==> src/rtl/sfx_playback_scheduler_pkg.sv <==
// Package: sfx_pkg
// Purpose: shared types and constants for the sound-effect playback scheduler.
//   - sfx_state_e : playback FSM states
//   - SFX_*       : requester / clip index assignments
//   - SFX_TICK_DIV: default CLOCK_50 cycles per sample tick (~44.1 kHz)
package sfx_pkg;

    typedef enum logic [2:0] {
        IDLE    = 3'd0,
        LOAD    = 3'd1,
        CAPTURE = 3'd2,
        WRITE   = 3'd3,
        PLAY    = 3'd4
    } sfx_state_e;

    localparam int SFX_MUSIC   = 0;
    localparam int SFX_BOMB    = 1;
    localparam int SFX_EXPLODE = 2;
    localparam int SFX_DEATH   = 3;

    localparam int SFX_TICK_DIV = 1134;

endpackage

==> src/rtl/sfx_playback_scheduler_if.sv <==
// Interface: sfx_playback_scheduler_if
// Purpose: bundles the audio ROM read path and the codec write path.
//   rom_addr        ROM address (scheduler -> ROM)
//   rom_q           ROM data, valid one cycle after rom_addr (ROM -> scheduler)
//   write_ready     codec FIFO has space (codec -> scheduler)
//   write           one-cycle write strobe (scheduler -> codec)
//   writedata_left  sample to codec
//   writedata_right same sample as left
// Modports: master = scheduler side, slave = ROM/codec side.
interface sfx_playback_scheduler_if #(
    parameter int ADDR_W = 14,
    parameter int ROM_W  = 16,
    parameter int OUT_W  = 24
);
    logic [ADDR_W-1:0] rom_addr;
    logic [ROM_W-1:0]  rom_q;
    logic              write_ready;
    logic              write;
    logic [OUT_W-1:0]  writedata_left;
    logic [OUT_W-1:0]  writedata_right;

    modport master (
        output rom_addr, write, writedata_left, writedata_right,
        input  rom_q, write_ready
    );

    modport slave (
        input  rom_addr, write, writedata_left, writedata_right,
        output rom_q, write_ready
    );
endinterface

==> src/rtl/sfx_playback_scheduler_sample_tick_gen.sv <==
// Module: sample_tick_gen
// Purpose: free-running sample-rate divider. Counts 0..TICK_DIV-1 and flags
//          the cycle in which the count wraps.
// Ports:
//   clk      in  system clock
//   reset_n  in  synchronous active-low reset (counter to 0)
//   tick     out 1 during the cycle the counter wraps
module sample_tick_gen
    import sfx_pkg::*;
#(
    parameter int TICK_DIV = SFX_TICK_DIV,
    localparam int CNT_W   = (TICK_DIV > 1) ? $clog2(TICK_DIV) : 1
) (
    input  logic clk,
    input  logic reset_n,
    output logic tick
);

    logic [CNT_W-1:0] cnt_r;
    logic             wrap_s;

    assign wrap_s = (cnt_r == CNT_W'(TICK_DIV - 1));
    assign tick   = wrap_s;

    // Divider counter: wraps to zero after TICK_DIV-1.
    always_ff @(posedge clk) begin
        if (!reset_n) begin
            cnt_r <= '0;
        end else if (wrap_s) begin
            cnt_r <= '0;
        end else begin
            cnt_r <= cnt_r + 1'b1;
        end
    end

endmodule

==> src/rtl/sfx_playback_scheduler.sv <==
// Module: sfx_playback_scheduler
// Purpose: shares one audio ROM and the codec write path among NUM_REQ sound
//          requesters. Trigger pulses are latched as pending, the highest
//          pending index is granted (and may preempt a lower one at a tick
//          boundary), the ROM is stepped once per sample tick and each sample
//          is scaled and handed to the codec. Silence is written every tick
//          while idle or while enable is low.
// Ports:
//   CLOCK_50   in   system clock
//   reset_n    in   synchronous active-low reset
//   enable     in   0 freezes the clip offset and writes silence
//   req        in   one-cycle trigger per requester
//   clip_base  in   packed start addresses, clip i at [i*ADDR_W +: ADDR_W]
//   clip_len   in   packed lengths in samples, 0 disables the clip
//   bus        ROM/codec interface (master side)
//   busy       out  a clip is in progress
//   active_id  out  index of the playing clip, 0 when idle
//   underrun   out  sticky: a tick arrived while a sample was still waiting
module sfx_playback_scheduler
    import sfx_pkg::*;
#(
    parameter int NUM_REQ    = 4,
    parameter int ADDR_W     = 14,
    parameter int ROM_W      = 16,
    parameter int OUT_W      = 24,
    parameter int GAIN_SHIFT = 5,
    parameter int TICK_DIV   = SFX_TICK_DIV,
    localparam int ID_W      = (NUM_REQ > 1) ? $clog2(NUM_REQ) : 1
) (
    input  logic                      CLOCK_50,
    input  logic                      reset_n,
    input  logic                      enable,
    input  logic [NUM_REQ-1:0]        req,
    input  logic [NUM_REQ*ADDR_W-1:0] clip_base,
    input  logic [NUM_REQ*ADDR_W-1:0] clip_len,
    sfx_playback_scheduler_if.master  bus,
    output logic                      busy,
    output logic [ID_W-1:0]           active_id,
    output logic                      underrun
);

    sfx_state_e        state_r, state_nx;
    logic [NUM_REQ-1:0] pending_r, pending_nx, grant_clr_s, len_nz_s;
    logic              busy_r, busy_nx, play_r, play_nx, underrun_r, underrun_nx;
    logic              tick_s, write_s, hi_valid_s, clip_last_s, do_grant_s;
    logic [ID_W-1:0]   active_id_r, active_id_nx, hi_id_s;
    logic [ADDR_W-1:0] base_r, base_nx, len_r, len_nx, offset_r, offset_nx;
    logic [ADDR_W-1:0] rom_addr_r, rom_addr_nx, grant_base_s, grant_len_s;
    logic [OUT_W-1:0]  sample_r, sample_nx;

    // Sign-extend a ROM word to codec width and apply the fixed gain.
    function automatic logic [OUT_W-1:0] scale_sample(input logic [ROM_W-1:0] q);
        logic [OUT_W-1:0] ext;
        ext = {{(OUT_W-ROM_W){q[ROM_W-1]}}, q};
        return ext << GAIN_SHIFT;
    endfunction

    sample_tick_gen #(.TICK_DIV(TICK_DIV)) u_tick (
        .clk     (CLOCK_50),
        .reset_n (reset_n),
        .tick    (tick_s)
    );

    // Highest-index pending requester, and which slots currently accept triggers.
    always_comb begin
        hi_valid_s = 1'b0;
        hi_id_s    = '0;
        len_nz_s   = '0;
        for (int i = 0; i < NUM_REQ; i++) begin
            hi_valid_s  = hi_valid_s | pending_r[i];
            hi_id_s     = pending_r[i] ? ID_W'(i) : hi_id_s;
            len_nz_s[i] = |clip_len[i*ADDR_W +: ADDR_W];
        end
    end

    assign grant_base_s = clip_base[hi_id_s*ADDR_W +: ADDR_W];
    assign grant_len_s  = clip_len[hi_id_s*ADDR_W +: ADDR_W];
    // Compared one bit wider so a zero length granted after a late change still ends.
    assign clip_last_s  = ({1'b0, offset_r} + {{ADDR_W{1'b0}}, 1'b1}) >= {1'b0, len_r};

    // Next-state and datapath updates for the playback FSM.
    always_comb begin
        state_nx     = state_r;
        busy_nx      = busy_r;
        play_nx      = play_r;
        active_id_nx = active_id_r;
        base_nx      = base_r;
        len_nx       = len_r;
        offset_nx    = offset_r;
        rom_addr_nx  = rom_addr_r;
        sample_nx    = sample_r;
        grant_clr_s  = '0;
        write_s      = 1'b0;
        do_grant_s   = 1'b0;
        // A tick that lands while the codec is still refusing the sample is lost.
        underrun_nx  = underrun_r | (tick_s & ~bus.write_ready & (state_r == WRITE));

        case (state_r)
            IDLE: begin
                if (hi_valid_s) begin
                    do_grant_s = 1'b1;
                    state_nx   = PLAY;
                end else if (tick_s) begin
                    // Silent pass keeps the codec fed with zeros.
                    play_nx     = 1'b0;
                    rom_addr_nx = '0;
                    state_nx    = LOAD;
                end else begin
                    state_nx = IDLE;
                end
            end
            PLAY: begin
                if (tick_s) begin
                    play_nx  = enable;
                    state_nx = LOAD;
                    if (hi_valid_s && (hi_id_s > active_id_r)) begin
                        do_grant_s  = 1'b1;
                        rom_addr_nx = grant_base_s;
                    end else begin
                        rom_addr_nx = base_r + offset_r;
                    end
                end else begin
                    state_nx = PLAY;
                end
            end
            LOAD: begin
                state_nx = CAPTURE;
            end
            CAPTURE: begin
                sample_nx = play_r ? scale_sample(bus.rom_q) : '0;
                state_nx  = WRITE;
            end
            WRITE: begin
                if (bus.write_ready) begin
                    write_s = 1'b1;
                    if ((play_r && clip_last_s) || !busy_r) begin
                        // Clip finished (or silent pass): hand over with no idle gap.
                        if (hi_valid_s) begin
                            do_grant_s = 1'b1;
                            state_nx   = PLAY;
                        end else begin
                            busy_nx      = 1'b0;
                            active_id_nx = '0;
                            state_nx     = IDLE;
                        end
                    end else begin
                        offset_nx = play_r ? (offset_r + 1'b1) : offset_r;
                        state_nx  = PLAY;
                    end
                end else begin
                    state_nx = WRITE;
                end
            end
            default: begin
                state_nx = IDLE;
            end
        endcase

        if (do_grant_s) begin
            busy_nx              = 1'b1;
            active_id_nx         = hi_id_s;
            base_nx              = grant_base_s;
            len_nx               = grant_len_s;
            offset_nx            = '0;
            grant_clr_s[hi_id_s] = 1'b1;
        end else begin
            grant_clr_s = '0;
        end

        // A new trigger wins over the clear, so a same-cycle replay stays queued.
        pending_nx = (pending_r & ~grant_clr_s) | (req & len_nz_s);
    end

    // State and datapath registers.
    always_ff @(posedge CLOCK_50) begin
        if (!reset_n) begin
            state_r     <= IDLE;
            pending_r   <= '0;
            busy_r      <= 1'b0;
            play_r      <= 1'b0;
            underrun_r  <= 1'b0;
            active_id_r <= '0;
            base_r      <= '0;
            len_r       <= '0;
            offset_r    <= '0;
            rom_addr_r  <= '0;
            sample_r    <= '0;
        end else begin
            state_r     <= state_nx;
            pending_r   <= pending_nx;
            busy_r      <= busy_nx;
            play_r      <= play_nx;
            underrun_r  <= underrun_nx;
            active_id_r <= active_id_nx;
            base_r      <= base_nx;
            len_r       <= len_nx;
            offset_r    <= offset_nx;
            rom_addr_r  <= rom_addr_nx;
            sample_r    <= sample_nx;
        end
    end

    // The strobe follows write_ready directly; reset suppresses it in the same cycle.
    assign bus.write           = write_s & reset_n;
    assign bus.rom_addr        = rom_addr_r;
    assign bus.writedata_left  = sample_r;
    assign bus.writedata_right = sample_r;
    assign busy                = busy_r;
    assign active_id           = active_id_r;
    assign underrun            = underrun_r;

endmodule

==> src/flat_wrapper.sv <==
// flat-port wrapper written by rule: the top's interface ports become plain ports
module sfx_playback_scheduler_flat import sfx_pkg::*;
#(
    parameter int NUM_REQ    = 4,
    parameter int ADDR_W     = 14,
    parameter int ROM_W      = 16,
    parameter int OUT_W      = 24,
    parameter int GAIN_SHIFT = 5,
    parameter int TICK_DIV   = SFX_TICK_DIV,
    localparam int ID_W      = (NUM_REQ > 1) ? $clog2(NUM_REQ) : 1
)
  (CLOCK_50, reset_n, enable, req, clip_base, clip_len, busy, active_id, underrun, bus_rom_addr, bus_write, bus_writedata_left, bus_writedata_right, bus_rom_q, bus_write_ready);
  sfx_playback_scheduler_if #(.ADDR_W(ADDR_W), .ROM_W(ROM_W), .OUT_W(OUT_W)) bus_i ();
  input  logic CLOCK_50;
  input  logic reset_n;
  input  logic enable;
  input  logic [NUM_REQ-1:0] req;
  input  logic [NUM_REQ*ADDR_W-1:0] clip_base;
  input  logic [NUM_REQ*ADDR_W-1:0] clip_len;
  output logic busy;
  output logic [ID_W-1:0] active_id;
  output logic underrun;
  output wire logic [$bits(bus_i.rom_addr)-1:0] bus_rom_addr;
  output wire logic [$bits(bus_i.write)-1:0] bus_write;
  output wire logic [$bits(bus_i.writedata_left)-1:0] bus_writedata_left;
  output wire logic [$bits(bus_i.writedata_right)-1:0] bus_writedata_right;
  input wire logic [$bits(bus_i.rom_q)-1:0] bus_rom_q;
  input wire logic [$bits(bus_i.write_ready)-1:0] bus_write_ready;
  assign bus_rom_addr = bus_i.rom_addr;
  assign bus_write = bus_i.write;
  assign bus_writedata_left = bus_i.writedata_left;
  assign bus_writedata_right = bus_i.writedata_right;
  assign bus_i.rom_q = bus_rom_q;
  assign bus_i.write_ready = bus_write_ready;
  sfx_playback_scheduler #(.NUM_REQ(NUM_REQ), .ADDR_W(ADDR_W), .ROM_W(ROM_W), .OUT_W(OUT_W), .GAIN_SHIFT(GAIN_SHIFT), .TICK_DIV(TICK_DIV)) u_core (.CLOCK_50(CLOCK_50), .reset_n(reset_n), .enable(enable), .req(req), .clip_base(clip_base), .clip_len(clip_len), .bus(bus_i), .busy(busy), .active_id(active_id), .underrun(underrun));
endmodule
==> config.mk <==
export PLATFORM = sky130hd
export DESIGN_NAME = sfx_playback_scheduler_flat
export DESIGN_NICKNAME = d
export VERILOG_FILES = /design/src/rtl/sfx_playback_scheduler_pkg.sv /design/src/rtl/sfx_playback_scheduler_if.sv /design/src/rtl/sfx_playback_scheduler_sample_tick_gen.sv /design/src/rtl/sfx_playback_scheduler.sv /design/src/flat_wrapper.sv
export SDC_FILE = /design/constraint.sdc
export NUM_CORES = 1
export LEC_CHECK = 0
export ABC_AREA = 1
export CAP_MARGIN = 20
export CORE_MARGIN = 4
export CORE_UTILIZATION = 51
export DETAILED_ROUTE_END_ITERATION = 6
export PLACE_DENSITY = 0.86
export SETUP_SLACK_MARGIN = 0.3
export SKIP_CTS_REPAIR_TIMING = 1
export SYNTH_ARGS = -nofsm -noshare
export SYNTH_HDL_FRONTEND = slang
export SYNTH_SLANG_ARGS = --single-unit
==> constraint.sdc <==
create_clock -name CLOCK_50 -period 3.99 [get_ports CLOCK_50]
set_input_delay 0.798 -clock CLOCK_50 [delete_from_list [all_inputs] [get_ports CLOCK_50]]
set_output_delay 0.798 -clock CLOCK_50 [all_outputs]
set_load 0.05 [all_outputs]
* Word-level counts from Yosys, hierarchy flattened *
Index checks and enable logic that the tools add are counted.

operators by class
  add/sub/neg operators = 4
  multiply operators = 1
  magnitude comparators = 4
  equality and inequality tests = 9
  shifts and indexed selects = 2
  mux-type cells = 41
  bitwise logic cells = 14
  reductions and logical operators = 19

operators by type and width
  cell                                                   count
  indexed part select 56 x 7 -> 14 bit                   2
  two-way mux 14 bit                                     4
  OR reduction 14 bit                                    4
  case mux 14 bit (2 select lines)                       1
  two-way mux 24 bit                                     1
  two-way mux 1 bit                                      18
  adder 14 x 1 -> 15 bit, second input constant          1
  greater-or-equal comparator 15 x 14 -> 1 bit           1
  two-way mux 3 bit                                      5
  case mux 3 bit (5 select lines)                        1
  adder 14 x 1 -> 14 bit, second input constant          1
  adder 14 bit                                           1
  two-way mux 2 bit                                      7
  AND reduction 4 bit                                    3
  adder 11 x 1 -> 11 bit, second input constant          1
  == test 11 bit, second input constant                  1
  bitwise AND 4 bit                                      2
  nonzero test 2 bit                                     4
  == test 3 x 2 -> 1 bit, second input constant          2
  multiplier 2 x 3 -> 5 bit, second input constant       1
  two-way mux 4 bit                                      1
  inequality test 2 x 1 -> 1 bit, second input constant  2
  inequality test 2 bit, second input constant           2
  inverter 4 bit                                         1
  other kinds (17)                                       27

storage, ports and cells
  bits in registers = 103
  input port bits = 136
  output and inout port bits = 67
  word-level logic and storage cells = 106

* Logic depth before layout (Yosys ltp) *
Gate-level depths: netlist of run 1.

  word-level depth = 12
  mapped depth = 24
  mapped depth without buffers = 24

* Hierarchy *
A second synthesis of run 1 with hierarchy kept.

unflattened totals
  cell total of the unflattened synthesis = 925
  area total of the unflattened synthesis = 6,241.0 µm²

by module, submodules not included
  module                  times used  cells each  area each (µm²)  sequential area each (µm²)
  sfx_playback_scheduler  1           852         5,704.2          1,681.6
  sample_tick_gen         1           73          536.8            220.2

* Least setup slack after synthesis of run 1 *
Ideal clock, no wire load.

  path kind = input-to-output
  start = input reset_n
  end = output bus_write
  arrival = 2.302 ns
  required time = 3.192 ns
  slack = 0.890 ns
  stages = 3
  path buffers = 1
  cells stage by stage = buf_2 -> clkinv_1 -> nor3_1

on the way
  longest elaborated chain between the ends = 1

ends and longest elaborated chain
  item               RTL line                       text
  from (decl)        flat_wrapper.sv:15             input logic reset_n;
  bitwise AND 1 bit  sfx_playback_scheduler.sv:204  assign bus.write = write_s & reset_n;
  to (decl)          flat_wrapper.sv:24             output wire logic [$bits(bus_i.write)-1:0] bus_write;

No other way between the ends.

* Worst setup path in the final report of run 1 *
  start = register u_core.offset_r[0]
  end = register u_core.offset_r[5]

on the way
  longest elaborated chain between the ends = 8
  elaborated cells on any way between the ends = 11
  classes of those cells = add/sub (2); order compare (1); mux (3); bitwise (1); reduce/logical (4)

ends and longest elaborated chain
  item                                          RTL line                       text
  from (decl)                                   sfx_playback_scheduler.sv:47   logic [ADDR_W-1:0] base_r, base_nx, len_r, len_nx, offset_r, offset_nx;
  from (signal assigned)                        sfx_playback_scheduler.sv:197  offset_r <= offset_nx;
  adder 14 x 1 -> 15 bit                        sfx_playback_scheduler.sv:79   assign clip_last_s = ({1'b0, offset_r} + {{ADDR_W{1'b0}}, 1'b1}) >= {1'b0, len_r};
  greater-or-equal comparator 15 x 14 -> 1 bit  sfx_playback_scheduler.sv:79
  logical AND 1 bit                             sfx_playback_scheduler.sv:136  if ((play_r && clip_last_s) || !busy_r) begin
  logical OR 1 bit                              sfx_playback_scheduler.sv:136
  two-way mux 1 bit                             sfx_playback_scheduler.sv:136
  two-way mux 1 bit                             sfx_playback_scheduler.sv:134  if (bus.write_ready) begin
  case mux 1 bit (3 select lines)               sfx_playback_scheduler.sv:98   case (state_r)
  OR reduction 2 bit (no line)                  -

Several ways; a longest one is shown, not always the timed one.
A chain may end at the register's enable or synchronous reset.

==> results of run 1 <==
-- area by class of cell --
type	instances	area share, %
Sequential cell	95	22.4
Clock buffer	10	2.81
Clock inverter	6	0.882
Tap cell	168	2.47
Timing Repair Buffer	197	23.2
Inverter	115	5.22
Multi-Input combinational cell	665	43.1
-- power by group through the flow --
| stage | logic, uW | registers [uW] | clock network (uW) |
|---|---|---|---|
| 2_1_floorplan | 428 | 1070 | 0 |
| 4_1_cts | 671 | 1050 | 911 |
| 5_1_grt | 767 | 1060 | 962 |
| 6_report | 694 | 1060 | 915 |
| 3_5_place_dp | 665 | 1070 | 0 |
| 3_3_place_gp | 654 | 1070 | 0 |
-- routing by layer --
metal / track usage [%] / routed length, um / vias to the layer above
met5: 0 / 0 / -
met4: 9.88 / 639 / 0
met3: 5.61 / 1640 / 54
met2: 42.6 / 9040 / 297
met1: 35.3 / 8260 / 3039
li1: - / - / 3332
-- worst paths after layout --
check                                     from                                end  depth (start not counted)
max            u_core.offset_r[0]$_SDFFE_PP0P_    u_core.offset_r[5]$_SDFFE_PP0P_                         19
min          u_core.u_tick.cnt_r[0]$_SDFF_PP0_  u_core.u_tick.cnt_r[0]$_SDFF_PP0_                          1
max reg2reg    u_core.offset_r[0]$_SDFFE_PP0P_    u_core.offset_r[5]$_SDFFE_PP0P_                         19
min reg2reg  u_core.u_tick.cnt_r[0]$_SDFF_PP0_  u_core.u_tick.cnt_r[0]$_SDFF_PP0_                          1
-- critical path: cells and delay by family, from the launching register on --
family	cells	cell delay (ns)
buffers and inverters	1	0.07
adders and majority gates	1	0.26
DFF	1	0.42
AOI/OAI and AO/OA	2	0.23
xor gates and xnor gates	1	0.15
and+or+nand+nor	14	2.03
-- flip-flops by register name, summed over array words and instances (netlist names), 2 cells and up --
name                       flops
u_core.state_r                 3
u_core.offset_r               14
u_core.bus.writedata_left     16
u_core.bus.rom_addr           14
u_core.base_r                 14
u_core.len_r                  14
u_core.active_id               2
u_core.u_tick.cnt_r           11
u_core.pending_r               4
-- cell families after synthesis --
kind of cell	synth area share [%]
simple gates	28.9
flops	29.9
xor+xnor	3.03
fa+ha+maj	6.61
compound gates	18.1
buf+inv	13.4
other cells	0.0590
-- placed cells by master (no fill, tap or decap), types with 3 or more instances in the layout --
cell type,n
conb_1,10
nand2_2,4
clkdlybuf4s50_1,191
inv_1,107
nand3_1,23
nand2_1,211
inv_2,3
a21oi_2,10
o21bai_1,4
dfxtp_1,94
nor3_1,4
nor2_2,6
o211ai_1,8
o21ai_1,3
clkinv_1,4
or2_2,7
nand4_1,26
buf_4,4
o21a_1,3
o21ai_0,40
nor2_1,103
a31oi_1,5
ha_1,32
nor4_1,6
a22o_1,10
o221ai_1,18
or2_1,6
xnor2_1,7
xor2_1,15
clkbuf_16,9
a21oi_1,74
-- per-stage QoR --
step | std cells | setup slack, ns | instance area [um^2]
final | 1256 | 0.773 | 8510
after global routing | 1256 | 0.311 | 8510
after CTS | 1255 | 0.457 | 8470
after detailed placement | 1239 | 0.469 | 8160
after global placement | 1238 | 0.681 | 8150
after floorplan | 940 | 0.890 | 6390
==> flow_summary.toml, run 1 <==
[clock_tree]
h-tree-depth = 3
cts_tree = "built"
root_buffer = "clkbuf_16"
clk_latency_ns = 0.35
clk_pin_slew_ns = 0.07
cts.sinks = 95
clk_path_buf_depth = 2
numCtsBuffers = 9

[logic_synthesis]
avgSynthCellArea_um2 = 6.83
synth_async_sr_flop_share_pct = 0
synth_ff_type = "dfxtp_1"
synth_edf_count = 0
syn_area_um2 = 6360
syn_inst = 931
yosysTopAreaCell = "dfxtp_1"
yosys_register_bits = 95
yosysSeqAreaShare_pct = 29.9
synth_warnings = 0
yosysUniqueCellTypes = 53
synthTopCellsByArea = "dfxtp_1 30%, nand2_1 12%, inv_1 6.3%, ha_1 6.3%, nor2_1 6.1%"
synth_top_area_share_pct = 29.9
synthTopCellsByCount = "211 x nand2_1, 107 x inv_1, 103 x nor2_1"
yosysMostFrequentCell = "nand2_1"

[power]
clockPowerShare_pct = 34.3
power_frac_comb_pct = 26.0
seqPwrFrac_pct = 39.6
p_leak_uw = 0.00363
cell_internal_pwr_uw = 1810
p_sw_uw = 858
powerDensity_nw_per_um2 = 313
swShare_pct = 32.2
total_power_uw = 2660
ir_worst_vdd_mv = 0.253

[finish]
area_delta_synth_final_pct = 33.8
regArea_um2 = 1900
nFillCells = 987
finish.utilization_pct = 70.3
multi_input_area_um2 = 3670
fin_nets = 1252
drive_gt1_share_pct = 6.25
diodes = 0

[timing]
finalSetupViolCount = 0
finClkSkew_ns = 0.00897
fin_crit_sh_pct = 80.6
tns_ns = 0
tightest_slew_ns = 0.893
rsz0062_at_grt = "false"
fin_crit_ns = 3.22
hold_viol = 0
drv_slew = 0
max_freq_ghz = 0.311
worst_hold_slack_ns = 0.470
slew_headroom_pct = 40.3

[critical_path]
start_kind = "flop"
cp_slowest_cell = "or2_2"
path_class = "flop to flop"
cpPeakStageDelay_ns = 0.43
crit_chain = "nand2_1, nor2_2, nand4_1, nor2_2, nand2_1, nor2_1, xnor2_1, inv_1, ha_1, nand2_1, nor2_1, nand2_1, nand2_1, a21oi_1, nand2_1, nand2_2, nand4_4, or2_2, a21oi_2"
rrSetupSlack_ns = 0.77
cp-end-kind = "flop"
cp.required_ns = 4.27
arrival_ns = 3.50
cpMostUsedCell = "nand2_1"
worstPathMaxFanout = 27

[global_route]
overflow = 0
antenna_found_initial = 0
grt_start_max_net_pins = 44
grt_pass1_wl_um = 31100
grt.total_usage_pct = 26.6
grt_pass1_vias = 6461

[floorplanning]
io_pins = 203
rows = 40
start_util_pct = 52.5
fp.dieH_um = 120
die_area_um2 = 14300
core_um2 = 12100
die_w_um = 120

[route]
first_pass_iters = 6
drtIter0Drc = 575
vias = 6722
drc_errors = 0
wl_per_cell_um = 15.6
viasPerCell = 5.35
drt-total-wl_um = 19600
ant_nets = 0

[place]
portBuffers = 192
gp_congestion = 0.953
hpwl_um = 15200

[flow_run]
cap_violations = 0

[status]
status = "completed"

[hold_path]
hp-class = "flop to flop"
Power figures use the tool's default switching activity.
==> inputs of run 2 (changes only) <==
--- a/config.mk
+++ b/config.mk
@@ -8,9 +8,9 @@
 export ABC_AREA = 1
 export CAP_MARGIN = 20
 export CORE_MARGIN = 4
-export CORE_UTILIZATION = 51
+export CORE_UTILIZATION = 47
 export DETAILED_ROUTE_END_ITERATION = 6
-export PLACE_DENSITY = 0.86
+export PLACE_DENSITY = 0.8
 export SETUP_SLACK_MARGIN = 0.3
 export SKIP_CTS_REPAIR_TIMING = 1
 export SYNTH_ARGS = -nofsm -noshare
==> constraint.sdc (replaced) <==
create_clock -name CLOCK_50 -period 3.2 [get_ports CLOCK_50]
set_input_delay 0.64 -clock CLOCK_50 [delete_from_list [all_inputs] [get_ports CLOCK_50]]
set_output_delay 0.64 -clock CLOCK_50 [all_outputs]
set_load 0.05 [all_outputs]
==> flow_summary.toml, run 2 (synthesized netlist as in run 1, its figures left out) <==
[status]
status = "completed"

[critical_path]
arrival_ns = 3.28
worstPathMaxFanout = 10
start_kind = "flop"
path_class = "flop to flop"
cp.required_ns = 3.43
cp-end-kind = "flop"

[finish]
drive_gt1_share_pct = 11.9
fin_nets = 1277
diodes = 0
mostFrequentLayoutCell = "nand2_1"
final_cell_mix = "202 x nand2_1, 191 x clkdlybuf4s50_1, 105 x inv_1"
finish.utilization_pct = 67.6
largest_register_ff_count = 16
nFillCells = 1130
area_delta_synth_final_pct = 40.7
fin_cells = 1289

[route]
drtIter0Drc = 733
wl_per_cell_um = 16.0
drt-total-wl_um = 20600
first_pass_iters = 6
ant_nets = 0
viasPerCell = 5.32
drc_errors = 0
vias = 6855

[power]
swShare_pct = 32.3
seqPwrFrac_pct = 38.2
powerDensity_nw_per_um2 = 386
p_leak_uw = 0.00382
cell_internal_pwr_uw = 2340
ir_worst_vdd_mv = 0.270
p_sw_uw = 1120
clockPowerShare_pct = 33.3
total_power_uw = 3460
power_frac_comb_pct = 28.5

[timing]
max_freq_ghz = 0.328
hold_viol = 0
slew_headroom_pct = 33.3
tightest_slew_ns = 0.999
drv_slew = 0
finalSetupViolCount = 0
rsz0062_at_grt = "true"
fin_crit_sh_pct = 95.4
finClkSkew_ns = 0.0111
tns_ns = 0
fin_crit_ns = 3.05

[clock_tree]
cts.sinks = 95
clk_path_buf_depth = 2
clk_pin_slew_ns = 0.07
cts_tree = "built"
root_buffer = "clkbuf_16"
clk_latency_ns = 0.35
h-tree-depth = 3
numCtsBuffers = 9

[floorplanning]
core_um2 = 13200
start_util_pct = 48.0
io_pins = 203
rows = 42
die_w_um = 124
die_area_um2 = 15500
fp.dieH_um = 124

[global_route]
antenna_found_initial = 0
grt_pass1_vias = 6298
overflow = 0
grt.total_usage_pct = 24.3
grt_start_max_net_pins = 38
grt_pass1_wl_um = 31300

[place]
dp.cells = 1262
gp_congestion = 0.980
hpwl_um = 15400
portBuffers = 192

[flow_run]
cap_violations = 0

[hold_path]
hp-class = "flop to flop"
-- run 2: cell count changes in the layout (fill, tap and decap cells not counted), sizes merged --
cell and delta:
nand4 +1, clkinvlp -1, buf +22, clkbuf +4, nand2 -1
-- run 2: worst max-delay path: stages (launching register included) --
cell and delay [ns]:
dfxtp_4 0.37, nand2_1 0.08, nor2_2 0.15, nand3_1 0.12, or2_2 0.30, xor2_1 0.18
inv_1 0.06, ha_1 0.32, nand2_2 0.07, nor2_2 0.08, nand2_1 0.06, nand2_1 0.06
a21oi_1 0.06, nand2_1 0.11, nand2_4 0.09, nand2_4 0.14, nand2_4 0.08, nand2_8 0.13
clkinv_8 0.10, clkbuf_16 0.18, nor2_1 0.11, nor2_1 0.07
-- run 2: power groups by stage --
stage / clock network (uW) / registers, uW / logic (uW)
after floorplan: 0 / 1330 / 534
after global placement: 0 / 1340 / 846
after detailed placement: 0 / 1340 / 854
after CTS: 1150 / 1310 / 864
after global routing: 1200 / 1320 / 1080
final: 1150 / 1320 / 985
-- run 2: layout make-up --
cell class / instances / area [um^2] / share of cell area (%)
timing repair buffer: 222 / 2240 / 25.1
clock inverter: 5 / 61.3 / 0.685
inverter: 115 / 444 / 4.96
multi-input combinational: 665 / 3810 / 42.6
clock buffer: 11 / 253 / 2.82
sequential: 95 / 1920 / 21.4
tap: 176 / 220 / 2.46
-- run 2: final timing paths --
path,startpoint,endpoint,slack [ns],depth (start not counted)
worst max-delay path,u_core.offset_r[9]$_SDFFE_PP0P_,u_core.len_r[1]$_SDFFE_PN0P_,0.15,21
worst min register to register,u_core.u_tick.cnt_r[0]$_SDFF_PP0_,u_core.u_tick.cnt_r[0]$_SDFF_PP0_,0.47,1
worst min-delay path,u_core.u_tick.cnt_r[0]$_SDFF_PP0_,u_core.u_tick.cnt_r[0]$_SDFF_PP0_,0.47,1
worst max register to register,u_core.offset_r[9]$_SDFFE_PP0P_,u_core.len_r[1]$_SDFFE_PN0P_,0.15,21
-- run 2: metal layers --
| metal | up-vias | wire, um | global-route usage, % |
|---|---|---|---|
| li1 | 3385 | - | - |
| met1 | 3102 | 8490 | 31.6 |
| met2 | 321 | 9720 | 40.1 |
| met3 | 47 | 1890 | 6.13 |
| met4 | 0 | 531 | 6.96 |
| met5 | - | 0 | 0 |
-- run 2: stage by stage --
| stage | instance area [um^2] | hold slack (ns) | worst slack [ns] |
|---|---|---|---|
| after detailed placement | 8290 | 0.458 | 0.110 |
| after CTS | 8600 | 0.472 | 0.0269 |
| final | 8950 | 0.469 | 0.148 |
| after global placement | 8290 | 0.448 | 0.201 |
| after floorplan | 6390 | 0.433 | 0.416 |
| after global routing | 8950 | 0.503 | -0.0857 |
